## src/rtl/mc_move_scheduler.sv

```systemverilog
// Move scheduler: runs one Monte-Carlo engine over the four candidate first moves of a
// board, samples each direction's accumulated move count and reports the best direction.
module mc_move_scheduler #(
  parameter logic [31:0] TRIALS   = 32'd64,
  parameter logic [31:0] WDOG_MAX = 32'd1000000,
  parameter logic [7:0]  SEED_ALT = 8'h5A
) (
  input  logic        clk,
  input  logic        rst,
  input  logic        start,
  input  logic [79:0] board_in,
  input  logic [7:0]  seed_in,
  input  logic [2:0]  prob_in,
  output logic        busy,
  output logic        done,
  output logic [1:0]  best_dir,
  output logic [31:0] best_score,
  output logic [3:0]  timeout_flags,
  output logic        mc_rst,
  output logic [1:0]  mc_restrected,
  output logic [2:0]  mc_restrect_prob,
  output logic [79:0] mc_initial_board,
  output logic [7:0]  mc_seed,
  input  logic [31:0] mc_total_move_count,
  input  logic [31:0] mc_total_trial_count
);

  typedef enum logic [2:0] {StIdle, StClear, StRun, StSample, StNext, StDone} state_t;

  state_t      state_q, state_d;
  logic [1:0]  dir_q, dir_d;
  logic [31:0] wdog_q, wdog_d;
  logic [31:0] score_q, score_d;
  logic [31:0] best_score_q, best_score_d;
  logic [1:0]  best_dir_q, best_dir_d;
  logic [3:0]  tflags_q, tflags_d;
  logic [79:0] board_q, board_d;
  logic [7:0]  seed_q, seed_d;
  logic [2:0]  prob_q, prob_d;
  logic [7:0]  mc_seed_q, mc_seed_d;

  // Per-direction seed; an all-zero seed would lock the engine's xorshift generator.
  function automatic logic [7:0] dir_seed(input logic [7:0] base, input logic [1:0] d);
    logic [7:0] s;
    s = base ^ {d, d, d, d};
    return (s == 8'd0) ? SEED_ALT : s;
  endfunction

  // Next-state and datapath updates for the sequencing FSM.
  always_comb begin
    state_d      = state_q;
    dir_d        = dir_q;
    wdog_d       = wdog_q;
    score_d      = score_q;
    best_score_d = best_score_q;
    best_dir_d   = best_dir_q;
    tflags_d     = tflags_q;
    board_d      = board_q;
    seed_d       = seed_q;
    prob_d       = prob_q;
    mc_seed_d    = mc_seed_q;
    unique case (state_q)
      StIdle: begin
        if (start) begin
          board_d   = board_in;
          seed_d    = seed_in;
          prob_d    = prob_in;
          dir_d     = 2'd0;
          tflags_d  = 4'd0;
          mc_seed_d = dir_seed(seed_in, 2'd0);
          state_d   = StClear;
        end
      end
      StClear: begin
        wdog_d  = 32'd0;
        state_d = StRun;
      end
      StRun: begin
        wdog_d = wdog_q + 32'd1;
        // A finished trial count takes priority over a simultaneous watchdog expiry.
        if (mc_total_trial_count >= TRIALS) begin
          score_d = mc_total_move_count;
          state_d = StSample;
        end else if (wdog_q == WDOG_MAX - 32'd1) begin
          score_d         = 32'd0;
          tflags_d[dir_q] = 1'b1;
          state_d         = StSample;
        end
      end
      StSample: begin
        // Strict compare keeps the lowest direction on ties.
        if (dir_q == 2'd0 || score_q > best_score_q) begin
          best_score_d = score_q;
          best_dir_d   = dir_q;
        end
        state_d = StNext;
      end
      StNext: begin
        if (dir_q == 2'd3) begin
          state_d = StDone;
        end else begin
          dir_d     = dir_q + 2'd1;
          mc_seed_d = dir_seed(seed_q, dir_q + 2'd1);
          state_d   = StClear;
        end
      end
      StDone: begin
        state_d = StIdle;
      end
      default: state_d = StIdle;
    endcase
  end

  // State register with synchronous active-low reset.
  always_ff @(posedge clk) begin
    if (!rst) begin
      state_q      <= StIdle;
      dir_q        <= 2'd0;
      wdog_q       <= 32'd0;
      score_q      <= 32'd0;
      best_score_q <= 32'd0;
      best_dir_q   <= 2'd0;
      tflags_q     <= 4'd0;
      board_q      <= 80'd0;
      seed_q       <= 8'd0;
      prob_q       <= 3'd0;
      mc_seed_q    <= 8'd0;
    end else begin
      state_q      <= state_d;
      dir_q        <= dir_d;
      wdog_q       <= wdog_d;
      score_q      <= score_d;
      best_score_q <= best_score_d;
      best_dir_q   <= best_dir_d;
      tflags_q     <= tflags_d;
      board_q      <= board_d;
      seed_q       <= seed_d;
      prob_q       <= prob_d;
      mc_seed_q    <= mc_seed_d;
    end
  end

  // The engine is held in reset everywhere except RUN.
  always_comb begin
    busy             = (state_q != StIdle);
    done             = (state_q == StDone);
    mc_rst           = (state_q != StRun);
    best_dir         = best_dir_q;
    best_score       = best_score_q;
    timeout_flags    = tflags_q;
    mc_restrected    = dir_q;
    mc_restrect_prob = prob_q;
    mc_initial_board = board_q;
    mc_seed          = mc_seed_q;
  end

endmodule

```

## config.mk

```make
export PLATFORM = sky130hd
export DESIGN_NAME = mc_move_scheduler
export DESIGN_NICKNAME = d
export VERILOG_FILES = /design/src/rtl/mc_move_scheduler.sv
export SDC_FILE = /design/constraint.sdc
export NUM_CORES = 1
export LEC_CHECK = 0
export CORE_UTILIZATION = 40
export DETAILED_ROUTE_END_ITERATION = 12
export PLACE_DENSITY = 0.7
export RECOVER_POWER = 25
export SYNTH_ARGS = -nofsm -noshare
export SYNTH_HDL_FRONTEND = slang
export SYNTH_SLANG_ARGS = --single-unit
```

## constraint.sdc

```tcl
create_clock -name clk -period 6.8 [get_ports clk]
set_clock_uncertainty 0.05 [all_clocks]
set_input_delay 2.04 -clock clk [delete_from_list [all_inputs] [get_ports clk]]
set_output_delay 2.04 -clock clk [all_outputs]
set_load 0.01 [all_outputs]
```

======== Word level (Yosys, flattened, before mapping) ========
Index checks and enable logic that the tools add are counted.
storage, ports and cells
  bits in registers ....................... 206
  input port bits ......................... 158
  word-level logic and storage cells ...... 71
cells by class
  $add $sub $neg .......................... 2
  magnitude comparators ................... 4
  equality and inequality tests ........... 13
  muxes and demuxes ....................... 22
  bitwise logic cells ..................... 2
  reduce and logical (&&, ||, !) cells .... 17
operators by type and width
  operator                                                                              count
  32-bit 2-to-1 mux                                                                     2
  32-bit one-hot mux with 2 select lines                                                1
  32-bit by 1-bit adder with 32-bit output, second input constant                       1
  32-bit by 20-bit equality test with 1-bit output, second input constant               1
  32-bit by 7-bit greater-or-equal comparator with 1-bit output, second input constant  1
  32-bit > comparator                                                                   1
  8-bit 2-to-1 mux                                                                      4
  8-bit zero test                                                                       2
  8-bit one-hot mux with 2 select lines                                                 1
  3-bit one-hot mux with 5 select lines                                                 1
  3-bit 2-to-1 mux                                                                      4
  4-bit 2-to-1 mux                                                                      3
  2-bit != test, second input constant                                                  4
  4-bit one-hot mux with 2 select lines                                                 1
  2-bit AND reduction                                                                   4
  2-bit nonzero test                                                                    4
  8-bit bitwise XOR                                                                     1
  3-bit by 2-bit equality test with 1-bit output, second input constant                 2
  3-bit equality test, second input constant                                            2
  2-bit 2-to-1 mux                                                                      2
  4-bit bitwise OR                                                                      1
  2-bit one-hot mux with 2 select lines                                                 1
  4-bit AND reduction                                                                   1
  3-bit by 1-bit equality test with 1-bit output, second input constant                 1
  other kinds (14)                                                                      14

======== Longest topological paths before layout ========
  depth after elaboration ................. 8
  depth in mapped cells ................... 10

======== Worst setup path before layout ========
Ideal clock, no wire load.
  path type ............................... input to register
  start ................................... input port mc_total_trial_count[14]
  end ..................................... register score_q[10]
  arrival ................................. 3.429 ns
  data required time ...................... 6.685 ns
  setup slack ............................. 3.255 ns
  stages on the path ...................... 7
  path buffers ............................ 1
  path through ............................ nor4_1 > nand3_1 > a211o_1 > o21ai_1 > clkbuf_1 > a22oi_1 > nor2b_1
between the ends
  word-level cells in the longest chain between the ends .. 3
  elaborated cells on any way between the ends .. 4
RTL lines
  item                                                               RTL line  text
  start, declared                                                    25        input logic [31:0] mc_total_trial_count
  32-bit by 7-bit greater-or-equal comparator with 1-bit output (*)  81        if (mc_total_trial_count >= TRIALS) begin
  2-bit nonzero test (no source line)                                n/a
  2-bit AND reduction (no source line)                               n/a
  end signal, assigned                                               132       score_q <= score_d;
  end, declared                                                      33        logic [31:0] score_q, score_d;
Mark *: on every way between the ends. The rest lies on a longest branch, timed or not.
A chain may end at the register's enable or synchronous reset.

======== Worst setup path after layout ========
  start ................................... input port rst
  end ..................................... register board_q[30], in the netlist mc_initial_board[30]
RTL lines
  item                  RTL line  text
  start, declared       9         input logic rst,
  end signal, assigned  136       board_q <= board_d;
  end, declared         37        logic [79:0] board_q, board_d;
No word-level cell between the ends.

==> impl_metrics.xml <==
<?xml version="1.0" encoding="UTF-8"?>
<metrics>
  <group name="run_status">
    <metric name="outcome" unit="">finished with violations</metric>
    <metric name="violations" unit="">max-capacitance violations, max-slew violations</metric>
  </group>
  <group name="synthesis">
    <metric name="avgSynthCellArea" unit="µm²">8.41</metric>
    <metric name="synth.net_count" unit="">1303</metric>
    <metric name="largest_area_contributor_in_the_synthesized_netlist" unit="">dfxtp_1</metric>
    <metric name="synth_top_cells_by_area" unit="">dfxtp_1 (44%), nand2_1 (12%), a21boi_0 (7.8%)</metric>
    <metric name="yosysTopAreaCellShare" unit="%">44.2</metric>
    <metric name="synth_cells" unit="">1108</metric>
    <metric name="postSynthRegisterBits" unit="">206</metric>
    <metric name="ys.warnings.count" unit="">0</metric>
    <metric name="async_reset_ff_share" unit="%">0</metric>
    <metric name="dominantRegCellSynth" unit="">dfxtp_1</metric>
    <metric name="synth_cell_types" unit="">54</metric>
    <metric name="syn_area" unit="mm²">0.00932</metric>
    <metric name="synth_edf_count" unit="">0</metric>
    <metric name="synth_seq_area_share" unit="%">44.2</metric>
  </group>
  <group name="final_layout">
    <metric name="diodes" unit="">0</metric>
    <metric name="final_net_count" unit="">1561</metric>
    <metric name="most-common-layout-cells" unit="">nand2_1 (294), clkdlybuf4s50_1 (276), dfxtp_1 (206)</metric>
    <metric name="num-fill-cells" unit="">2052</metric>
    <metric name="layout-drive-gt1-share" unit="%">4.05</metric>
    <metric name="layout_commonest_cell" unit="">nand2_1</metric>
    <metric name="area_growth_syn_to_fin" unit="%">42.0</metric>
  </group>
  <group name="power">
    <metric name="irDropWorstVdd" unit="mV">0.213</metric>
    <metric name="power.density_cell_area" unit="mW/mm²">248</metric>
    <metric name="internal-power" unit="W">0.00240</metric>
    <metric name="share_clk_of_total_power" unit="%">39.6</metric>
    <metric name="seq_power_share" unit="%">40.8</metric>
    <metric name="total_power" unit="W">0.00328</metric>
    <metric name="p_switching" unit="W">0.000882</metric>
    <metric name="power_switching_share" unit="%">26.8</metric>
    <metric name="power_leakage" unit="nW">5.15</metric>
    <metric name="pwr-share-comb" unit="%">19.6</metric>
  </group>
  <group name="drt">
    <metric name="wl" unit="µm">25700</metric>
    <metric name="ant_nets" unit="">0</metric>
    <metric name="post_drt_wl_per_cell" unit="µm">15.1</metric>
    <metric name="vias" unit="">8474</metric>
    <metric name="detail_route.iter0.violations" unit="">442</metric>
    <metric name="detailedRoute.firstPassIterationCount" unit="">4</metric>
    <metric name="route.detailed.drc" unit="">0</metric>
    <metric name="via_per_inst" unit="">5.00</metric>
  </group>
  <group name="setup_path">
    <metric name="worst-endpoint-required" unit="ns">7.18</metric>
    <metric name="critPathBufInv" unit="">2</metric>
    <metric name="worstPathArrival" unit="ns">5.23</metric>
    <metric name="crit_path_start_kind" unit="">primary input</metric>
    <metric name="worst_path_dominant_cell_family" unit="">buffers and inverters</metric>
    <metric name="critical_path_peak_fanout" unit="">165</metric>
    <metric name="worst_setup_path_end_kind" unit="">register</metric>
    <metric name="critical_path.cell_chain" unit="">clkbuf_2, buf_4, a21boi_0</metric>
    <metric name="cp_slowest_stage_delay" unit="ns">1.92</metric>
    <metric name="setup.worst_path.class" unit="">primary input to register</metric>
    <metric name="cp_slowest_cell" unit="">clkbuf_2</metric>
  </group>
  <group name="global_routing">
    <metric name="antenna_found_initial" unit="">0</metric>
    <metric name="grtUsageTotal" unit="%">20.9</metric>
    <metric name="grt_first_pass_wirelength" unit="µm">40900</metric>
    <metric name="gr-total-overflow" unit="">0</metric>
    <metric name="grt_max_degree" unit="">166</metric>
    <metric name="grt_pass1_vias" unit="">8031</metric>
  </group>
  <group name="sta">
    <metric name="timing.slew.headroom" unit="%">-92.6</metric>
    <metric name="fin_crit" unit="ns">4.86</metric>
    <metric name="timing_hold_violations_final" unit="">0</metric>
    <metric name="rsz0062_at_grt" unit="">false</metric>
    <metric name="slew_violations" unit="">166</metric>
    <metric name="worstMarginPinSlew" unit="ns">2.89</metric>
    <metric name="tns" unit="ns">0</metric>
    <metric name="setup_viol" unit="">0</metric>
    <metric name="layout_worst_path_cycle_share" unit="%">71.4</metric>
    <metric name="clock.fmax" unit="MHz">206</metric>
  </group>
  <group name="floorplanning">
    <metric name="die_height" unit="µm">155</metric>
    <metric name="floorplan.rows" unit="">55</metric>
    <metric name="dieArea" unit="mm²">0.0239</metric>
    <metric name="floorplan.initialDensity" unit="%">40.9</metric>
    <metric name="die_w" unit="µm">155</metric>
    <metric name="top_level_ports" unit="">292</metric>
    <metric name="core_area" unit="mm²">0.0228</metric>
  </group>
  <group name="placed_design">
    <metric name="gp_routability_congestion" unit="">0.773</metric>
    <metric name="hpwlAfterDp" unit="µm">17700</metric>
    <metric name="io_buffer_count" unit="">291</metric>
  </group>
  <group name="clock_network">
    <metric name="clock_insertion_delay_at_the_later_pin_of_the_skew_report" unit="ns">0.51</metric>
    <metric name="cts.repair.resized" unit="">0</metric>
    <metric name="cts_hold_buf" unit="">0</metric>
    <metric name="cts_tree" unit="">yes</metric>
    <metric name="cts_setup_buffers" unit="">0</metric>
    <metric name="worst_setup_hold_path_clk_slew" unit="ns">0.06</metric>
    <metric name="clock_path_buffers" unit="">3</metric>
    <metric name="htree_levels" unit="">1</metric>
    <metric name="cts.sinks" unit="">206</metric>
    <metric name="clk_root_buffer_cell" unit="">clkbuf_16</metric>
    <metric name="tritoncts.num_buffers" unit="">24</metric>
  </group>
  <group name="run">
    <metric name="reported_max_cap_violation_count" unit="">1</metric>
  </group>
  <group name="min_path">
    <metric name="holdCritPathClass" unit="">register to register</metric>
  </group>
</metrics>
## flip-flops by register name (all words and copies together) (netlist names)
name	flops
mc_initial_board	80
wdog_q	32
mc_restrect_prob	3
mc_seed	8
score_q	32
best_dir	2
timeout_flags	4
state_q	3
mc_restrected	2
best_score	32
seed_q	8
## power by group through the flow
| stage | clock (W) | combinational (W) | sequential, W |
|---|---|---|---|
| global placement | 0 | 0.000643 | 0.00136 |
| global route | 0.00139 | 0.000708 | 0.00135 |
| finish | 0.00130 | 0.000643 | 0.00134 |
| detailed placement | 0 | 0.000649 | 0.00137 |
| floorplan | 0 | 0.000321 | 0.00138 |
| CTS | 0.00134 | 0.000652 | 0.00134 |
## cells in the mapped netlist, types with 3 or more instances
cell type / count
nor3_1: 10
dfxtp_1: 206
nor4_1: 18
nand3_1: 28
o21ai_0: 23
clkbuf_1: 56
o211a_1: 3
buf_4: 4
o21a_1: 11
a211oi_1: 3
o221ai_1: 4
inv_1: 38
ha_1: 37
xor2_1: 5
a21boi_0: 97
a22oi_1: 34
and2_1: 14
and3_1: 19
a21oi_1: 25
o211ai_1: 7
mux2i_1: 41
buf_1: 4
nand4_1: 12
nand2b_1: 6
nor2_1: 29
nor2b_1: 40
nand2_1: 295
xnor2_1: 4
## cell type report
type / instances / area (µm²) / area share (%)
multi-input cells: 796 / 4810 / 36.3
flip-flops and latches: 206 / 4120 / 31.2
repair buffers: 298 / 2960 / 22.4
clock buffers: 38 / 724 / 5.47
well taps: 313 / 392 / 2.96
inverters: 40 / 150 / 1.13
clock inverters: 5 / 75.1 / 0.567
## tightest hold or removal path, cell delays in order, from the launching register on
cell and delay [ns]:
dfxtp_1 0.31, nand2_1 0.05, mux2i_1 0.05
## cell families (layout without fill, tap and decap cells)
group	after synthesis	after routing	synth area share (%)
mux	41	41	4.40
flops	206	206	44.2
compound gates	223	223	16.9
simple gates	486	486	24.1
fa+ha+maj	37	37	4.97
buf+inv	106	381	4.52
xor+xnor	9	9	0.846
## final timing paths
| kind | from | endpoint | slack (ns) | cells past startpoint |
|---|---|---|---|---|
| setup / recovery | rst | mc_initial_board[30]$_SDFFE_PN0P_ | 1.94 | 3 |
| hold / removal | best_dir[0]$_SDFFE_PN0P_ | best_dir[0]$_SDFFE_PN0P_ | 0.41 | 2 |
| setup reg to reg | best_score[30]$_SDFFE_PN0P_ | best_dir[1]$_SDFFE_PN0P_ | 3.27 | 9 |
| hold reg to reg | best_dir[0]$_SDFFE_PN0P_ | best_dir[0]$_SDFFE_PN0P_ | 0.41 | 2 |
## layer usage
metal  wire [µm]  up-vias  global-route usage [%]
met5           0        -                       0
met4         658        0                    6.46
met3        2190       37                    6.75
met2       11900      254                    35.3
met1       11000     3886                    25.2
li1            -     4297                       -
## stage by stage
step                instance area [µm²]  hold WS (ns)  worst slack [ns]  util, %  instances
detailed placement                12400         0.404              2.49     54.6       1653
floorplan                          9320         0.397              3.26        -       1108
global placement                  12400         0.395              2.56     54.6       1653
finish                            13200         0.409              1.94     58.1       1696
CTS                               13200         0.414              2.40     58.1       1696
global route                      13200         0.432              1.57     58.1       1696
Note: power is estimated with default switching activity, not from simulation.
